<file path="src/rtl/level_gen_pkg.sv">
// Shared types and constants for the level generator slice.
// State encoding, phase-timer width and the completed-phase counter modulus.
package level_gen_pkg;

  localparam int unsigned TIMER_W   = 8;
  localparam int unsigned LEVEL_MOD = 5;

  typedef enum logic [1:0] {
    ST_IDLE = 2'd0,
    ST_HIGH = 2'd1,
    ST_GAP  = 2'd2,
    ST_BAD  = 2'd3
  } state_t;

  function automatic logic [2:0] wrap_inc(input logic [2:0] v);
    return (v == 3'(LEVEL_MOD - 1)) ? '0 : v + 3'd1;
  endfunction

endpackage

</file>
<file path="src/rtl/level_timer.sv">
// Loadable down-counter that times the HIGH and GAP phases.
// Saturates at zero; done is asserted while the count is zero.
module level_timer
  import level_gen_pkg::*;
(
  input  logic               clock,
  input  logic               reset,
  input  logic               load,
  input  logic [TIMER_W-1:0] load_value,
  input  logic               dec,
  output logic               done
);

  logic [TIMER_W-1:0] count;

  always_ff @(posedge clock) begin
    if (reset) begin
      count <= '0;
    end else if (load) begin
      count <= load_value;
    end else if (dec && (count != '0)) begin
      count <= count - TIMER_W'(1);
    end
  end

  assign done = (count == '0);

endmodule

</file>
<file path="src/rtl/level_generator.sv">
// Converts tick pulses into HIGH_CYCLES-long level pulses separated by GAP_CYCLES.
// Define LEVEL_GEN_QUEUE_EN to hold one tick that arrives while busy.
module level_generator
  import level_gen_pkg::*;
#(
  parameter int unsigned HIGH_CYCLES = 3,
  parameter int unsigned GAP_CYCLES  = 2
) (
  input  logic       clock,
  input  logic       reset,
  input  logic       tick,
  output logic       level,
  output logic       busy,
  output logic       dropped,
  output logic [2:0] level_count,
  output logic [1:0] state_out
);

  // The timer is loaded with N-1 so a phase spans exactly N clocks.
  localparam logic [TIMER_W-1:0] HIGH_LOAD = TIMER_W'(HIGH_CYCLES - 1);
  localparam logic [TIMER_W-1:0] GAP_LOAD  = TIMER_W'(GAP_CYCLES - 1);

  state_t             state;
  logic               timer_load;
  logic               timer_dec;
  logic               timer_done;
  logic [TIMER_W-1:0] timer_value;
  logic               pending;
  logic               take_queue;
  logic               resume;

  assign busy      = (state != ST_IDLE);
  assign state_out = state;

`ifdef LEVEL_GEN_QUEUE_EN
  assign take_queue = tick & busy & ~pending;

  always_ff @(posedge clock) begin
    if (reset) begin
      pending <= 1'b0;
    end else if ((state == ST_GAP) && timer_done) begin
      pending <= 1'b0;
    end else if (take_queue) begin
      pending <= 1'b1;
    end
  end
`else
  assign take_queue = 1'b0;
  assign pending    = 1'b0;
`endif

  // A tick captured in the final GAP cycle is consumed on the same edge.
  assign resume = pending | take_queue;

  always_comb begin
    timer_load  = 1'b0;
    timer_dec   = 1'b0;
    timer_value = '0;
    case (state)
      ST_IDLE: begin
        if (tick) begin
          timer_load  = 1'b1;
          timer_value = HIGH_LOAD;
        end
      end
      ST_HIGH: begin
        if (timer_done) begin
          timer_load  = 1'b1;
          timer_value = GAP_LOAD;
        end else begin
          timer_dec = 1'b1;
        end
      end
      ST_GAP: begin
        if (timer_done) begin
          if (resume) begin
            timer_load  = 1'b1;
            timer_value = HIGH_LOAD;
          end
        end else begin
          timer_dec = 1'b1;
        end
      end
      default: ;
    endcase
  end

  level_timer u_timer (
    .clock      (clock),
    .reset      (reset),
    .load       (timer_load),
    .load_value (timer_value),
    .dec        (timer_dec),
    .done       (timer_done)
  );

  always_ff @(posedge clock) begin
    if (reset) begin
      state       <= ST_IDLE;
      level       <= 1'b0;
      dropped     <= 1'b0;
      level_count <= '0;
    end else begin
      dropped <= tick & busy & ~take_queue;
      case (state)
        ST_IDLE: begin
          if (tick) begin
            state <= ST_HIGH;
            level <= 1'b1;
          end
        end
        ST_HIGH: begin
          if (timer_done) begin
            state       <= ST_GAP;
            level       <= 1'b0;
            level_count <= wrap_inc(level_count);
          end
        end
        ST_GAP: begin
          if (timer_done) begin
            if (resume) begin
              state <= ST_HIGH;
              level <= 1'b1;
            end else begin
              state <= ST_IDLE;
            end
          end
        end
        default: begin
          state <= ST_IDLE;
          level <= 1'b0;
        end
      endcase
    end
  end

endmodule

</file>
<file path="config.mk">
export PLATFORM = sky130hd
export DESIGN_NAME = level_generator
export DESIGN_NICKNAME = d
export VERILOG_FILES = /design/src/rtl/level_gen_pkg.sv /design/src/rtl/level_timer.sv /design/src/rtl/level_generator.sv
export SDC_FILE = /design/constraint.sdc
export NUM_CORES = 1
export LEC_CHECK = 0
export CORE_ASPECT_RATIO = 0.7
export CORE_MARGIN = 3
export CORE_UTILIZATION = 40
export CTS_CLUSTER_SIZE = 14
export DETAILED_ROUTE_END_ITERATION = 8
export DONT_BUFFER_PORTS = 1
export PLACE_DENSITY = 0.65
export SYNTH_ARGS = -nofsm -noshare
export SYNTH_HDL_FRONTEND = slang
export SYNTH_SLANG_ARGS = --single-unit
</file>
<file path="constraint.sdc">
create_clock -name clock -period 1.78 [get_ports clock]
set_input_delay 0.356 -clock clock [delete_from_list [all_inputs] [get_ports clock]]
set_output_delay 0.356 -clock clock [all_outputs]
set_load 0.03 [all_outputs]
</file>
==> flow_metrics.env <==
export IMPL_status="completed"
export IMPL_cp_top_family="simple AND/OR/NAND/NOR gates"
export IMPL_cts_inserted_buffers=3
export IMPL_cp_arrival_ns=1.95
export IMPL_ys_types=36
export IMPL_yosys_area_top_type_share=0.3468
export IMPL_diodes=0
export IMPL_dieArea_um2=2768
export IMPL_synth_common_cells="15 x dfxtp_1, 8 x ha_1, 8 x inv_1, 8 x nand2_1, 7 x a21oi_1"
export IMPL_synth_seq_cells=15
export IMPL_crit_path_end_kind="flop"
export IMPL_regArea_um2=304.0
export IMPL_clock_path_buffers=2
export IMPL_design_area_um2=1064
export IMPL_ir_drop_mv=1.046
export IMPL_crit_chain="or4_4 -> or4_4 -> a21oi_4 -> mux2i_1"
export IMPL_critPathMaxFanout=4
export IMPL_final_core_util=0.5449
export IMPL_grtUsageTotal=0.1539
export IMPL_hold_path_depth=1
export IMPL_crit_required_ns=2.00
export IMPL_max_freq_ghz=0.5767
export IMPL_grt_pass1_vias=686
export IMPL_crit_path_top_delay_cell="or4_4"
export IMPL_seq_area_frac_synth=0.3468
export IMPL_ant_nets=0
export IMPL_drive_gt1_frac=0.2719
export IMPL_fin_skew_ns=0.0005467
export IMPL_area_delta_synth_final_pct=22.83
export IMPL_synth_edf_count=0
export IMPL_synth_area_per_cell_um2=8.835
export IMPL_drt_iter0_drc=17
export IMPL_period_share=0.9741
export IMPL_synthArstFlopShare=0
export IMPL_synth_fp_nets=109
export IMPL_maxCapViolCount=0
export IMPL_critPathMaxStageDelay_ns=0.56
export IMPL_portBuffers=0
export IMPL_multiInputGateArea_um2=563.0
export IMPL_cp_start_kind="flop"
export IMPL_holdCritStartpoint="reset"
export IMPL_syn_inst=98
export IMPL_worst_path_buf_inv=0
export IMPL_post_dp_cell_area_um2=964.7
export IMPL_h_tree_depth=1
export IMPL_vias=731
export IMPL_clock_sinks=15
export IMPL_core_rowCount=13
export IMPL_worst_pin_slew_ns=0.4182
export IMPL_r2r_cells=4
export IMPL_clockRootBuffer="clkbuf_4"
export IMPL_ios=11
export IMPL_fin_nets=126
export IMPL_powerDensity_nw_per_um2=2146
export IMPL_grt_overflow_total=0
export IMPL_antenna_found_initial=0
export IMPL_hold_viol_final=0
export IMPL_gp_congestion=0.9568
export IMPL_start_util=0.4436
export IMPL_slew_violations=0
export IMPL_fill_cells=184
export IMPL_yosys_area_top_type="dfxtp_1"
export IMPL_grt_max_degree=12
export IMPL_netlist_area_um2=865.8
export IMPL_ys_flop_type="dfxtp_1"
export IMPL_startpoint="u_timer.count[4]$_SDFFE_PP0P_"
export IMPL_min_path_type="input pin to flop"
export IMPL_drt_total_wl_um=1941
export IMPL_crit_top_cell="or4_4"
export IMPL_synthTopCellsByArea="dfxtp_1 35%, ha_1 12%, a21oi_1 4.0%"
export IMPL_r2r_start="u_timer.count[4]$_SDFFE_PP0P_"
export IMPL_path_depth=4
export IMPL_rsz0062_at_grt="yes"
export IMPL_setup_violations=0
export IMPL_clk_latency_ns=0.28
export IMPL_cts_tree="done"
export IMPL_synth_most_common_cell="dfxtp_1"
export IMPL_grt_first_pass_wirelength_um=3118
export IMPL_critPathKind="flop to flop"
export IMPL_post_route_min_period_ns=1.734
export IMPL_vias_per_cell=5.375
export IMPL_dieWidth_um=61.61
export IMPL_avgRoutedWirePerCell_um=14.27
export IMPL_leakage_uw=0.0004266
export IMPL_dp_final_hpwl_um=1446
export IMPL_ys_warn_count=0
export IMPL_die_h_um=44.93
export IMPL_timing_hold_ws_ns=0.1233
export IMPL_path_clk_slew_ns=0.09
export IMPL_first_pass_iters=3
export IMPL_core_um2=1952
export IMPL_drcViolationCount=0
export IMPL_slew_headroom=0.7208
==> repair_timing <==
item | in CTS | in global routing
setup buffers | 0 | 4
pin swaps | 0 | 3
setup endpoints to repair | 1 | 7
hold buffers | 0 | 0
resized for setup | 1 | 8
==> metal layers <==
metal / GRT usage / part of all wire / vias to the layer above
met4: 0.03814 / 0.0067 / 0
met3: 0.05143 / 0.037 / 2
met5: 0 / 0 / -
met1: 0.2017 / 0.48 / 338
met2: 0.2443 / 0.47 / 9
li1: - / - / 382
==> worst reg2reg max path, stage by stage (launching register included) <==
cell,delay (ns)
dfxtp_2,0.33
or4_4,0.56
or4_4,0.44
a21oi_4,0.14
mux2i_1,0.20
==> final cells by class <==
cell class | instances | share of cell area
tap | 22 | 0.02588
sequential | 15 | 0.2859
inverter | 8 | 0.02824
clock buffer | 4 | 0.02471
timing repair buffer | 15 | 0.1059
multi-input combinational | 72 | 0.5294
==> kinds of logic (layout without fill, tap and decap cells) <==
group,after synthesis,after routing,synth area share
adder cells (fa/ha/maj),8,8,0.1156
AND/OR/NAND/NOR,32,32,0.2110
flip-flops,15,15,0.3468
buffers and inverters,11,27,0.04913
XOR/XNOR,4,4,0.04047
multiplexers,3,3,0.03468
AO/OA/AOI/OAI,25,25,0.2023
==> flip-flops by register name, summed over array words and instances, names as in the netlist <==
name	cells
level	1
level_count	3
u_timer.count	8
state_out	2
dropped	1
==> per-stage QoR <==
step                      setup WS (ns)  power, µW  setup TNS [ns]  instances
after floorplan                 0.01392       1449               0         98
after global placement          0.01159       1775               0        128
after detailed placement       -0.02572       1796        -0.02572        128
after CTS                      0.008166       2027               0        132
after global routing           -0.03149       2456        -0.04158        136
final                           0.04614       2282               0        136
==> power breakdown <==
| group | switching [µW] | total [µW] | internal [µW] |
|---|---|---|---|
| Sequential | 133 | 572 | 439 |
| Combinational | 777 | 1510 | 737 |
| Clock | 109 | 196 | 87.1 |
| Total | 1020 | 2280 | 1260 |
==> layout by cell type, fill, tap and decap left out, drive strengths merged, types with 5 or more instances in the layout <==
cell type   n
buf        15
dfxtp      15
nor2        6
a21oi       8
ha          8
nand2       8
inv         8
o21ai       5
==> final timing paths <==
kind	endpoint	slack, ns
worst max register to register	u_timer.count[7]$_SDFFE_PP0P_	0.05
worst min register to register	level_count[1]$_SDFFE_PP0N_	0.49
worst min-delay path	state_out[0]$_SDFFE_PP0P_	0.12
worst max-delay path	u_timer.count[7]$_SDFFE_PP0P_	0.05
(Power assumes the default switching activity.)
